`src/rtl/cpu_run_pkg.sv`:
```
// Shared state encoding and default parameters for the CPU run sequencer.
package cpu_run_pkg;

    typedef enum logic [2:0] {
        IDLE,
        START,
        RUN,
        DONE,
        TOUT
    } run_state_e;

    localparam int START_CYCLES_DEF = 2;
    localparam int TIMEOUT_DEF      = 4096;
    localparam int CW_DEF           = 16;

endpackage

```
`src/rtl/cpu_run_ctrl_if.sv`:
```
// Request/result bundle between the host side and the run sequencer.
interface cpu_run_ctrl_if
    import cpu_run_pkg::*;
#(
    parameter int CW = CW_DEF
);
    logic          go;
    logic          cpu_done;
    logic          cpu_start;
    logic          busy;
    logic          finished;
    logic          timed_out;
    logic [CW-1:0] cycle_count;
    logic [7:0]    runs_ok;

    modport master (
        output go, cpu_done,
        input  cpu_start, busy, finished, timed_out, cycle_count, runs_ok
    );

    modport slave (
        input  go, cpu_done,
        output cpu_start, busy, finished, timed_out, cycle_count, runs_ok
    );
endinterface

```
`src/rtl/run_cycle_counter.sv`:
```
// Up-counter with synchronous clear, enable and a terminal-count compare.
module run_cycle_counter
    import cpu_run_pkg::*;
#(
    parameter int            CW     = CW_DEF,
    parameter logic [CW-1:0] TC_VAL = '1
) (
    input  logic          clk,
    input  logic          reset_n,
    input  logic          i_clr,
    input  logic          i_en,
    output logic [CW-1:0] o_count,
    output logic          o_tc
);
    logic [CW-1:0] r_count;

    always_ff @(posedge clk or negedge reset_n) begin
        if (!reset_n) begin
            r_count <= '0;
        end else if (i_clr) begin
            r_count <= '0;
        end else if (i_en) begin
            r_count <= r_count + 1'b1;
        end
    end

    assign o_count = r_count;
    assign o_tc    = (r_count == TC_VAL);
endmodule

```
`src/rtl/cpu_run_ctrl.sv`:
```
// Run sequencer: parks the CPU in reset, releases it, times the run and flags timeouts.
module cpu_run_ctrl
    import cpu_run_pkg::*;
#(
    parameter int START_CYCLES = START_CYCLES_DEF,
    parameter int CW           = CW_DEF,
    parameter int TIMEOUT      = TIMEOUT_DEF
) (
    input  logic           clk,
    input  logic           reset_n,
    cpu_run_ctrl_if.slave  bus
);
    localparam int            SW      = (START_CYCLES > 1) ? $clog2(START_CYCLES) : 1;
    localparam logic [SW-1:0] SC_LOAD = SW'(START_CYCLES - 1);
    localparam logic [CW-1:0] TC_VAL  = CW'(TIMEOUT - 1);

    run_state_e    r_state, w_next;
    logic [SW-1:0] r_sc, w_sc_next;
    logic [7:0]    r_runs, w_runs_next;
    logic          r_cpu_start, r_busy, r_finished, r_timed_out;
    logic          w_clr, w_en, w_tc;
    logic [CW-1:0] w_count;

    run_cycle_counter #(
        .CW     (CW),
        .TC_VAL (TC_VAL)
    ) u_cnt (
        .clk     (clk),
        .reset_n (reset_n),
        .i_clr   (w_clr),
        .i_en    (w_en),
        .o_count (w_count),
        .o_tc    (w_tc)
    );

    always_comb begin
        w_next      = r_state;
        w_sc_next   = r_sc;
        w_runs_next = r_runs;
        w_clr       = 1'b0;
        w_en        = 1'b0;
        case (r_state)
            IDLE, DONE, TOUT: begin
                if (bus.go) begin
                    w_next    = START;
                    w_sc_next = SC_LOAD;
                    w_clr     = 1'b1;
                end
            end
            // cpu_done is deliberately not looked at here: it may be left over from the previous program
            START: begin
                if (r_sc == '0) begin
                    w_next = RUN;
                end else begin
                    w_sc_next = r_sc - 1'b1;
                end
            end
            RUN: begin
                if (bus.cpu_done) begin
                    w_next      = DONE;
                    w_runs_next = r_runs + 8'd1;
                end else if (w_tc) begin
                    w_next = TOUT;
                end else begin
                    w_en = 1'b1;
                end
            end
            default: w_next = IDLE;
        endcase
    end

    // Flags are registered from the next state so they line up with the state register.
    always_ff @(posedge clk or negedge reset_n) begin
        if (!reset_n) begin
            r_state     <= IDLE;
            r_sc        <= '0;
            r_runs      <= '0;
            r_cpu_start <= 1'b1;
            r_busy      <= 1'b0;
            r_finished  <= 1'b0;
            r_timed_out <= 1'b0;
        end else begin
            r_state     <= w_next;
            r_sc        <= w_sc_next;
            r_runs      <= w_runs_next;
            r_cpu_start <= (w_next != RUN);
            r_busy      <= (w_next == START) || (w_next == RUN);
            r_finished  <= (w_next == DONE);
            r_timed_out <= (w_next == TOUT);
        end
    end

    assign bus.cpu_start   = r_cpu_start;
    assign bus.busy        = r_busy;
    assign bus.finished    = r_finished;
    assign bus.timed_out   = r_timed_out;
    assign bus.cycle_count = w_count;
    assign bus.runs_ok     = r_runs;
endmodule

```
`src/flat_wrapper.sv`:
```
// flat-port wrapper written by rule: the top's interface ports become plain ports
module cpu_run_ctrl_flat import cpu_run_pkg::*;
#(
    parameter int START_CYCLES = START_CYCLES_DEF,
    parameter int CW           = CW_DEF,
    parameter int TIMEOUT      = TIMEOUT_DEF
)
  (clk, reset_n, bus_go, bus_cpu_done, bus_cpu_start, bus_busy, bus_finished, bus_timed_out, bus_cycle_count, bus_runs_ok);
  cpu_run_ctrl_if #(.CW(CW)) bus_i ();
  input  logic clk;
  input  logic reset_n;
  input wire logic [$bits(bus_i.go)-1:0] bus_go;
  input wire logic [$bits(bus_i.cpu_done)-1:0] bus_cpu_done;
  output wire logic [$bits(bus_i.cpu_start)-1:0] bus_cpu_start;
  output wire logic [$bits(bus_i.busy)-1:0] bus_busy;
  output wire logic [$bits(bus_i.finished)-1:0] bus_finished;
  output wire logic [$bits(bus_i.timed_out)-1:0] bus_timed_out;
  output wire logic [$bits(bus_i.cycle_count)-1:0] bus_cycle_count;
  output wire logic [$bits(bus_i.runs_ok)-1:0] bus_runs_ok;
  assign bus_i.go = bus_go;
  assign bus_i.cpu_done = bus_cpu_done;
  assign bus_cpu_start = bus_i.cpu_start;
  assign bus_busy = bus_i.busy;
  assign bus_finished = bus_i.finished;
  assign bus_timed_out = bus_i.timed_out;
  assign bus_cycle_count = bus_i.cycle_count;
  assign bus_runs_ok = bus_i.runs_ok;
  cpu_run_ctrl #(.START_CYCLES(START_CYCLES), .CW(CW), .TIMEOUT(TIMEOUT)) u_core (.clk(clk), .reset_n(reset_n), .bus(bus_i));
endmodule
```
`config.mk`:
```
export PLATFORM = sky130hd
export DESIGN_NAME = cpu_run_ctrl_flat
export DESIGN_NICKNAME = d
export VERILOG_FILES = /design/src/rtl/cpu_run_pkg.sv /design/src/rtl/cpu_run_ctrl_if.sv /design/src/rtl/run_cycle_counter.sv /design/src/rtl/cpu_run_ctrl.sv /design/src/flat_wrapper.sv
export SDC_FILE = /design/constraint.sdc
export NUM_CORES = 1
export LEC_CHECK = 0
export BUFFER_PORTS_ARGS = -buffer_cell sky130_fd_sc_hd__buf_2
export CAP_MARGIN = 20
export CELL_PAD_IN_SITES_DETAIL_PLACEMENT = 1
export CELL_PAD_IN_SITES_GLOBAL_PLACEMENT = 2
export CORE_ASPECT_RATIO = 1.5
export CORE_UTILIZATION = 37
export CTS_CLUSTER_SIZE = 40
export DETAILED_ROUTE_END_ITERATION = 7
export PLACE_DENSITY = 0.88
export SLEW_MARGIN = 30
export SYNTH_ARGS = -nofsm -noshare
export SYNTH_HDL_FRONTEND = slang
export SYNTH_SLANG_ARGS = --single-unit
export TNS_END_PERCENT = 100
```
`constraint.sdc`:
```
create_clock -name clk -period 4.07 [get_ports clk]
set_clock_uncertainty 0.1 [all_clocks]
set_input_delay 0.2035 -clock clk [delete_from_list [all_inputs] [get_ports clk]]
set_output_delay 0.2035 -clock clk [all_outputs]
set_load 0.02 [all_outputs]
```
Yosys cells after proc, flatten, opt, wreduce, memory -nomap -nowiden
Cells that the tools add are included.

Equal/unequal tests: 11. Add/subtract/negate cells: 3. Reductions and logical operators: 7. Multiplexer cells: 15.

Operators with widths (count): two-way mux 16 bit (2); adder 16 x 1 -> 16 bit, second input constant (1); equality test 16 x 12 -> 1 bit, second input constant (1); equality test 3 x 2 -> 1 bit, second input constant (4); two-way mux 3 bit (4); case mux 3 bit (3 select lines) (1); adder 8 x 1 -> 8 bit, second input constant (1); two-way mux 1 bit (7); equality test 3 x 1 -> 1 bit, second input constant (2); equality test 3 bit, second input constant (2); AND reduction 2 bit (2); nonzero test 2 bit (2); logical NOT 3 bit (1); inequality test 3 x 2 -> 1 bit, second input constant (1); OR reduction 3 bit (1); inequality test 2 bit, second input constant (1); case mux 1 bit (2 select lines) (1); logical OR 1 bit (1); subtractor 1 bit, second input constant (1).

Input bits: 4. Output and inout bits: 28. Register bits after elaboration: 32.

Depth between registers and ports, before layout
Gate-level depths: netlist (run 1).

Depth after elaboration: 6. Gate-level depth with buffers: 6. Gate-level depth less buffers: 5.

Cells and area by module
A second synthesis (run 1) with hierarchy kept.

Cells, all modules: 151. Area, all modules: 1607.8 um^2.

By module, submodules not included: run_cycle_counter (instances 1, area each 867.1 um^2, cells an instance 85); cpu_run_ctrl (instances 1, area each 740.7 um^2, cells an instance 66).

Worst setup path before layout (run 1)
Ideal clock, no wire load.

Path type: reg2reg. Start point: reg u_core.u_cnt.r_count[12] (netlist: u_core.u_cnt.o_count[12]). End point: reg u_core.u_cnt.r_count[2] (netlist: u_core.u_cnt.o_count[2]). Stages on the path, launching flop included: 6. Setup time: 0.096 ns. Required time: 3.874 ns. Path slack: 1.982 ns. Arrival time: 1.892 ns. Buffers on the path: 1. Period minus slack after synthesis: 2.088 ns. Path through: dfrtp_1 > or4_4 > nor4_4 > buf_6 > o211ai_1 > o31ai_1.

Word-level cells in the longest chain between the ends: 5.

Ends and longest elaborated chain: start: declaration (RTL line run_cycle_counter.sv:15) `logic [CW-1:0] r_count;`; start signal: assignment (RTL line run_cycle_counter.sv:23) `r_count <= r_count + 1'b1;`; equality test 16 x 12 -> 1 bit (RTL line run_cycle_counter.sv:28) `assign o_tc = (r_count == TC_VAL);`; two-way mux 1 bit (RTL line cpu_run_ctrl.sv:62) `end else if (w_tc) begin`; two-way mux 1 bit (RTL line cpu_run_ctrl.sv:59) `if (bus.cpu_done) begin`; two-way mux 1 bit (RTL line cpu_run_ctrl.sv:42) `case (r_state)`; nonzero test 2 bit (no line).

No other way between the ends. A chain may end at the register's enable or synchronous reset.

Worst setup path in the final report (run 1)
Start point: reg u_core.r_state[0]. End point: reg u_core.u_cnt.r_count[10] (netlist: u_core.u_cnt.o_count[10]).

Word-level cells in the longest chain between the ends: 4. Elaborated cells between the ends (all ways): 9. Those cells by class: eq/ne: 3; mux: 3; reduce/logical: 3.

Ends and longest elaborated chain: start: declaration (RTL line cpu_run_ctrl.sv:17) `run_state_e r_state, w_next;`; start signal: assignment (RTL line cpu_run_ctrl.sv:83) `r_state <= w_next;`; equality test 3 x 2 -> 1 bit (tied with other cells) (RTL line cpu_run_ctrl.sv:42); OR reduction 3 bit (RTL line cpu_run_ctrl.sv:42); two-way mux 1 bit (RTL line cpu_run_ctrl.sv:42); two-way mux 16 bit / nonzero test 2 bit (equally long branches).

Parallel ways exist; a longest one is shown, timed or not.

==> results by group, run 1 <==
Run status
  – Outcome: finished, violations left
  – Violations in the final reports: design-rule violations

Routing
  – Detailed-route wire length: 4.11 mm
  – Total vias in the final route: 1,412
  – Average via count per standard cell: 5.86
  – Violation count after the first detailed-routing iteration: 46
  – Remaining DRCs: 3
  – Average routed wire per standard cell: 17.0 um
  – Remaining antenna violation count: 0
  – Number of detailed-route iterations in the first pass: 7

Layout
  – Share of cells above drive strength 1: 27.2%
  – Synth-to-layout area growth: 17.5%
  – Post-layout instance area: 1990 sq um
  – Antenna Cells: 0
  – Post-layout net count: 200
  – Final non-filler cell total: 241

Worst setup path
  – Crit path DAT: 2340 ps
  – Element type at the critical path end: flip-flop
  – Crit path buffers/inverters: 0
  – Number of cells on the critical path: 4
  – Crit path from: u_core.r_state[0]
  – Crit Path Class: reg2reg
  – Critical path, cell by cell: or4b_2 > nor4_1 > and3_1 > nor3_1
  – R2R Path End: u_core.u_cnt.o_count[10]
  – Kind of start point of the critical path: flip-flop
  – Crit path capture: u_core.u_cnt.o_count[10]
  – Data required time of the worst path: 4120 ps
  – Worst-case reg-to-reg path depth: 4
  – Crit path largest cell delay: 810 ps
  – Critical R2R Launch: u_core.r_state[0]
  – Worst reg-to-reg setup slack: 1780 ps
  – CP delay by family, top: simple AND/OR/NAND/NOR gates
  – Worst-path fanout max: 11
  – Cell with the largest stage delay on the worst path: sky130_fd_sc_hd__or4b_2

STA
  – Final-report setup violation count: 0
  – Final hold slack: 160 ps
  – Final Critical Period: 2290 ps
  – Slew Limit Fails: 0
  – Worst-margin pin slew: 717 ps
  – Count of final hold-check violations: 0
  – Relative slew margins: 52.2%
  – Setup repair after global routing missed its margin: no
  – Final period util: 56.3%
  – Sum Neg Setup Slack: 0 ps
  – Maximum clock frequency: 436 MHz

Clock network
  – PostCTS Resize Cnt: 0
  – Clock network latency to the later pin of the worst-skew pair: 280 ps
  – Clock tree root driver cell: sky130_fd_sc_hd__clkbuf_8
  – Clock buffers created by TritonCTS: 5
  – Setup fix buffers added after clock tree synthesis: 0
  – Max H-tree Level: 2
  – Clock Sinks: 32
  – Number of hold-repair buffers added at the cts stage: 1
  – Maximum number of buffers from clock root to sink: 2
  – Clock-pin slew of the registers on the worst-case setup and hold paths: 70 ps
  – TritonCTS clock tree: built

Logic synthesis
  – Top cell type's share of synthesized area: 45.8%
  – Part of the Yosys area used for sequential elements: 47.4%
  – Warnings, synthesis: 0
  – Post-synth EDFFs: 0
  – Dominant cell by count in the synthesized netlist: sky130_fd_sc_hd__dfrtp_1
  – Cell taking the most area after synthesis: sky130_fd_sc_hd__dfrtp_1
  – Syn Inst Count: 159
  – Post-synthesis instance area: 1690 sq um
  – Average footprint of a synthesized cell: 10.6 sq um
  – Seq cells post-synth: 32
  – Leading cell types by count after synthesis: sky130_fd_sc_hd__dfrtp_1, sky130_fd_sc_hd__nand2_1, sky130_fd_sc_hd__a21oi_1, sky130_fd_sc_hd__nand4_1, sky130_fd_sc_hd__o21ai_0
  – FFs w/ async S/R, synth: 100%
  – Netlist cell types: 45
  – Net Count, Synth: 165
  – Top flip-flop cell by instance count after synthesis: sky130_fd_sc_hd__dfrtp_1
  – Main area contributors after synthesis: sky130_fd_sc_hd__dfrtp_1, sky130_fd_sc_hd__mux2i_1, sky130_fd_sc_hd__nand4_1

Place
  – Instance count after placement with tap cells included: 231
  – Final Wtd Congestion: 0.803
  – Port bufs: 31
  – Half-perimeter wire length after detailed placement: 3.03 mm
  – Placed Instance Area: 1860 sq um

Power
  – Leakage power: 0.872 nW
  – Maximum vdd drop: 264 uV
  – Power per cell area: 537 nW/um^2

Global routing
  – Global-route usage over all layers: 19.4%
  – Total global routing overflow: 0
  – Vias in the first global route: 1,567
  – Number of antenna violations at the first check in global routing: 0
  – Largest net degree at the start of global routing: 33
  – Global-route wire length before repair: 7.27 mm

Die
  – Floorplan Core Area: 4320 sq um
  – Starting Density: 39.2%
  – Die outline area: 4860 sq um
  – Height of the chip: 84.8 um
  – Horiz. Die Dim: 57.2 um
  – FP Rows: 29
  – Top Ports: 32

Worst hold path
  – Class of the most critical hold timing path: in2reg

Job
  – Number of violations of the max-capacitance limit: 0
[through the flow]
| stage | util [%] | setup slack, ps | power (mW) |
|---|---|---|---|
| 2_1_floorplan | - | 1980 | 0.683 |
| 3_3_place_gp | 43.1 | 1710 | 0.760 |
| 3_5_place_dp | 43.1 | 1620 | 0.781 |
| 4_1_cts | 45.8 | 1590 | 1.08 |
| 5_1_grt | 46.1 | 1650 | 1.14 |
| 6_report | 46.1 | 1780 | 1.07 |
[how the worst min path moves through the flow]
stage | from | end | cells past startpoint
final | bus_go | u_core.r_state[0] | 3
after global routing | bus_go | u_core.r_state[0] | 3
after CTS | bus_go | u_core.r_state[0] | 3
after detailed placement | reset_n | u_core.u_cnt.o_count[6] | 1
after global placement | reset_n | u_core.u_cnt.o_count[6] | 1
after floorplan | reset_n | u_core.bus.busy | 0
[power breakdown]
group | internal (mW) | leakage [nW] | switching [mW] | total (mW)
Clock | 0.182 | 0.0552 | 0.116 | 0.298
Sequential | 0.379 | 0.424 | 0.0812 | 0.460
Combinational | 0.124 | 0.393 | 0.188 | 0.311
[sequential cells by signal, indices dropped and copies added, names as in the netlist]
name / count
u_core.u_cnt.o_count: 16
u_core.bus.runs_ok: 8
u_core.r_state: 3
u_core.bus.busy: 1
u_core.bus.cpu_start: 1
u_core.bus.finished: 1
u_core.bus.timed_out: 1
u_core.r_sc: 1
[worst reg2reg max path: stages (launching register included)]
cell,delay [ps]
sky130_fd_sc_hd__dfrtp_1,510
sky130_fd_sc_hd__or4b_2,810
sky130_fd_sc_hd__nor4_1,470
sky130_fd_sc_hd__and3_1,220
sky130_fd_sc_hd__nor3_1,50
[layout by cell type (no fill, tap or decap), types with 2 or more instances in the layout]
master / instances
sky130_fd_sc_hd__clkbuf_8: 5
sky130_fd_sc_hd__nor2_1: 5
sky130_fd_sc_hd__xor2_1: 2
sky130_fd_sc_hd__nor3b_1: 2
sky130_fd_sc_hd__nor3_1: 2
sky130_fd_sc_hd__xnor2_1: 5
sky130_fd_sc_hd__and3_1: 4
sky130_fd_sc_hd__o31ai_1: 5
sky130_fd_sc_hd__o211ai_1: 3
sky130_fd_sc_hd__nor4_1: 4
sky130_fd_sc_hd__nand3_1: 6
sky130_fd_sc_hd__o21ai_2: 2
sky130_fd_sc_hd__buf_2: 31
sky130_fd_sc_hd__nand2_1: 12
sky130_fd_sc_hd__inv_1: 2
sky130_fd_sc_hd__or3_1: 3
sky130_fd_sc_hd__o21ai_0: 7
sky130_fd_sc_hd__o21a_1: 4
sky130_fd_sc_hd__and4_1: 4
sky130_fd_sc_hd__mux2i_1: 5
sky130_fd_sc_hd__ha_1: 2
sky130_fd_sc_hd__nand2b_1: 2
sky130_fd_sc_hd__or4_1: 3
sky130_fd_sc_hd__nand4_1: 8
sky130_fd_sc_hd__a21oi_2: 3
sky130_fd_sc_hd__a21oi_1: 9
sky130_fd_sc_hd__dfrtp_1: 31
sky130_fd_sc_hd__a211oi_1: 3
sky130_fd_sc_hd__o22ai_1: 2
[cell type report]
cell class	instances	area (sq um)
fill	505	2330
multi-input combinational	120	838
sequential	32	802
timing repair buffer	33	176
clock buffer	6	72.6
tap	46	57.6
clock inverter	2	35.0
inverter	2	7.51
[kinds of logic (layout without fill, tap and decap cells)]
kind of cell	after synthesis	in the layout	synth area share [%]
AOI/OAI and AO/OA	40	40	15.8
xor gates and xnor gates	7	7	3.62
adders and majority gates	2	2	1.48
buffers and inverters	7	43	3.10
DFF	32	32	47.4
muxes	6	6	3.62
and+or+nand+nor	65	65	25.0
[layer usage]
layer | up-vias | global-route usage (%) | part of all wire, %
met3 | 7 | 4.12 | 3.0
met5 | - | 0 | 0
met1 | 699 | 21.8 | 40
li1 | 677 | - | -
met2 | 29 | 35.3 | 56
met4 | 0 | 6.87 | 1.8
Note: power is estimated with default switching activity, not from simulation.
==> inputs of run 2 (changes only) <==
ABC_AREA = 1   (was unset)
CORE_UTILIZATION = 29   (was 37)
PLACE_DENSITY = 0.79   (was 0.88)
clock period = 1.9 ns   (was 4.07 ns; I/O delays follow)
==> results by group, run 2 <==
Run status
  – Outcome: finished, final reports clean

STA
  – Setup repair after global routing missed its margin: no
  – Slew Limit Fails: 0
  – Sum Neg Setup Slack: 0 ps
  – Final-report setup violation count: 0
  – Post-layout worst setup margin: 185 ps
  – Final Critical Period: 1710 ps
  – Final period util: 90.3%
  – Count of final hold-check violations: 0
  – Worst-margin pin slew: 759 ps
  – Maximum clock frequency: 583 MHz
  – Relative slew margins: 49.4%

Clock network
  – TritonCTS clock tree: built
  – Maximum number of buffers from clock root to sink: 2
  – Clock network latency to the later pin of the worst-skew pair: 280 ps
  – Clock Sinks: 32
  – Clock-pin slew of the registers on the worst-case setup and hold paths: 70 ps
  – Max H-tree Level: 2
  – Clock buffers created by TritonCTS: 5
  – Clock tree root driver cell: sky130_fd_sc_hd__clkbuf_8
  – PostCTS Resize Cnt: 0

Layout
  – Share of cells above drive strength 1: 28.0%
  – Multi-input gate area in the final layout: 977 sq um
  – Commonest cells after routing, fill and taps aside: sky130_fd_sc_hd__nand2_1, sky130_fd_sc_hd__nand3_1, sky130_fd_sc_hd__buf_2, sky130_fd_sc_hd__dfrtp_1, sky130_fd_sc_hd__nor2_1
  – Post-layout net count: 276
  – FF/Latch Area: 802 sq um
  – Most common library cell in the layout ignoring fill and taps: sky130_fd_sc_hd__nand2_1
  – Antenna Cells: 0
  – Number of flip-flops under the largest register name: 16
  – Layout fillers: 783
  – Synth-to-layout area growth: 17.4%

Routing
  – Remaining DRCs: 0
  – Met1 layer wirelength in the final routing: 1.91 mm
  – Number of detailed-route iterations in the first pass: 4
  – Routed length on met2: 2.57 mm
  – Wire length on met3: 113 um
  – Violation count after the first detailed-routing iteration: 71
  – Average via count per standard cell: 4.79
  – Detailed-route wire length: 4.67 mm
  – Average routed wire per standard cell: 13.5 um
  – Total vias in the final route: 1,652
  – Remaining antenna violation count: 0
  – Top metal layer carrying routed signals: met4

Worst setup path
  – Critical R2R Launch: u_core.u_cnt.o_count[1]
  – R2R Path End: u_core.u_cnt.o_count[2]
  – Data required time of the worst path: 2020 ps
  – Crit Path Class: reg2reg
  – Worst-case reg-to-reg path depth: 8
  – Worst-path fanout max: 16
  – Element type at the critical path end: flip-flop
  – Worst reg-to-reg setup slack: 190 ps
  – Crit path DAT: 1840 ps
  – Kind of start point of the critical path: flip-flop

Global routing
  – Vias in the first global route: 1,704
  – Largest net degree at the start of global routing: 33
  – Global-route usage over all layers: 15.9%
  – Total global routing overflow: 0
  – Number of antenna violations at the first check in global routing: 0
  – Global-route wire length before repair: 8.22 mm

Logic synthesis
  – XOR/XNOR Fraction of Synth Area: 5.50%
  – Compound-gate portion of the synthesized area: 2.62%
  – Netlist cell types: 29
  – Leading cell types by count after synthesis: sky130_fd_sc_hd__nand2_1, sky130_fd_sc_hd__nand3_1, sky130_fd_sc_hd__dfrtp_1, sky130_fd_sc_hd__nor2_1, sky130_fd_sc_hd__inv_1
  – Warnings, synthesis: 0
  – Share of cell area taken by muxes after synthesis: 0%
  – Top flip-flop cell by instance count after synthesis: sky130_fd_sc_hd__dfrtp_1
  – Syn Inst Count: 234
  – Post-synth EDFFs: 0
  – Top cell type's share of synthesized area: 40.6%
  – Post-synthesis instance area: 1910 sq um
  – Simple-gate share of the synthesized area: 41.7%
  – Seq cells post-synth: 32
  – Dominant cell by count in the synthesized netlist: sky130_fd_sc_hd__nand2_1
  – Part of the Yosys area used for sequential elements: 42.0%
  – Net Count, Synth: 240
  – Adder and majority gate portion of the synthesized area: 1.31%
  – Average footprint of a synthesized cell: 8.16 sq um
  – FFs w/ async S/R, synth: 100%
  – Main area contributors after synthesis: sky130_fd_sc_hd__dfrtp_1, sky130_fd_sc_hd__nand2_1, sky130_fd_sc_hd__nand3_1
  – Dominant combinational cell family by area after synthesis: simple AND/OR/NAND/NOR gates
  – Cell taking the most area after synthesis: sky130_fd_sc_hd__dfrtp_1

Job
  – Number of violations of the max-capacitance limit: 0

Power
  – Switching Power: 0.933 mW
  – Cell Int Power: 1.36 mW
  – Maximum vdd drop: 807 uV
  – Power per cell area: 1020 nW/um^2
  – Leakage power: 1.13 nW
  – Share of total power in the clock network: 24.3%
  – Switching power as a share of total power: 40.7%
  – Sequential cell fraction of total power: 39.7%
  – Power share of the combinational group: 36.0%

Place
  – Port bufs: 31
  – Final Wtd Congestion: 0.716
  – Half-perimeter wire length after detailed placement: 3.51 mm
  – Setup slack after placement: 169 ps

Worst hold path
  – Start point of the worst hold path: bus_go
  – Class of the most critical hold timing path: in2reg
  – Hold path depth: 3
  – End point of the worst hold path: u_core.r_state[2]

Die
  – Floorplan Core Area: 6260 sq um
  – Starting Density: 30.5%
  – Die outline area: 6920 sq um
  – Height of the chip: 101 um
  – Top Ports: 32
  – Horiz. Die Dim: 68.3 um
  – FP Rows: 35
[run 2: layout make-up]
cell class,instances,area share (%)
multi-input cells,175,43.6
clock inverters,2,0.446
repair buffers,34,8.59
flip-flops and latches,32,35.8
inverters,22,3.79
clock buffers,6,3.68
well taps,74,4.13
[run 2: worst max path at each step]
stage / startpoint / endpoint / slack (ps) / cells after the start
floorplan: u_core.u_cnt.o_count[0] / u_core.u_cnt.o_count[1] / 120 / 9
global placement: u_core.u_cnt.o_count[1] / u_core.u_cnt.o_count[2] / 230 / 8
detailed placement: u_core.u_cnt.o_count[1] / u_core.u_cnt.o_count[2] / 170 / 8
CTS: u_core.u_cnt.o_count[1] / u_core.u_cnt.o_count[2] / 150 / 8
global route: u_core.u_cnt.o_count[1] / u_core.bus.busy / 10 / 10
finish: u_core.u_cnt.o_count[1] / u_core.u_cnt.o_count[2] / 190 / 8
[run 2: cells by family after synthesis]
| family | after synthesis |
|---|---|
| AO/OA/AOI/OAI | 9 |
| flip-flops | 32 |
| adder cells (fa/ha/maj) | 2 |
| AND/OR/NAND/NOR | 152 |
| buffers and inverters | 27 |
| XOR/XNOR | 12 |
[run 2: through the flow]
| stage | power (mW) | cell area [sq um] | std cells | utilization (%) | hold slack, ps |
|---|---|---|---|---|---|
| 3_5_place_dp | 1.77 | 2140 | 336 | 34.2 | 118 |
| 6_report | 2.29 | 2240 | 345 | 35.8 | 29.4 |
| 5_1_grt | 2.47 | 2240 | 345 | 35.8 | 51.1 |
| 4_1_cts | 2.35 | 2240 | 345 | 35.8 | 21.2 |
| 2_1_floorplan | 1.53 | 1910 | 234 | - | -301 |
| 3_3_place_gp | 1.75 | 2140 | 336 | 34.2 | 107 |
[run 2: power by group through the flow]
stage / clock [mW] / sequential, mW / combinational [mW]
6_report: 0.558 / 0.910 / 0.826
5_1_grt: 0.607 / 0.926 / 0.935
4_1_cts: 0.586 / 0.912 / 0.849
3_5_place_dp: 0 / 0.921 / 0.852
3_3_place_gp: 0 / 0.916 / 0.830
2_1_floorplan: 0 / 1.01 / 0.517
[run 2: what timing repair did]
item / CTS / global route
setup buffers: 0 / 0
hold buffers: 1 / 0
endpoints found under the hold margin: 31 / 0
[run 2: worst max-delay path: stages (launching register included)]
cell                      delay (ps)
sky130_fd_sc_hd__dfrtp_1         420
sky130_fd_sc_hd__ha_1            260
sky130_fd_sc_hd__nand3_1         160
sky130_fd_sc_hd__inv_2            60
sky130_fd_sc_hd__nand2_2         110
sky130_fd_sc_hd__nor2_4           70
sky130_fd_sc_hd__nor2_8          260
sky130_fd_sc_hd__nand3_1         120
sky130_fd_sc_hd__nand2_1          90
[run 2: routing by layer]
layer | vias up | global-route usage, %
li1 | 826 | -
met4 | 0 | 6.25
met1 | 794 | 18.4
met3 | 7 | 2.70
met2 | 25 | 28.2
met5 | - | 0
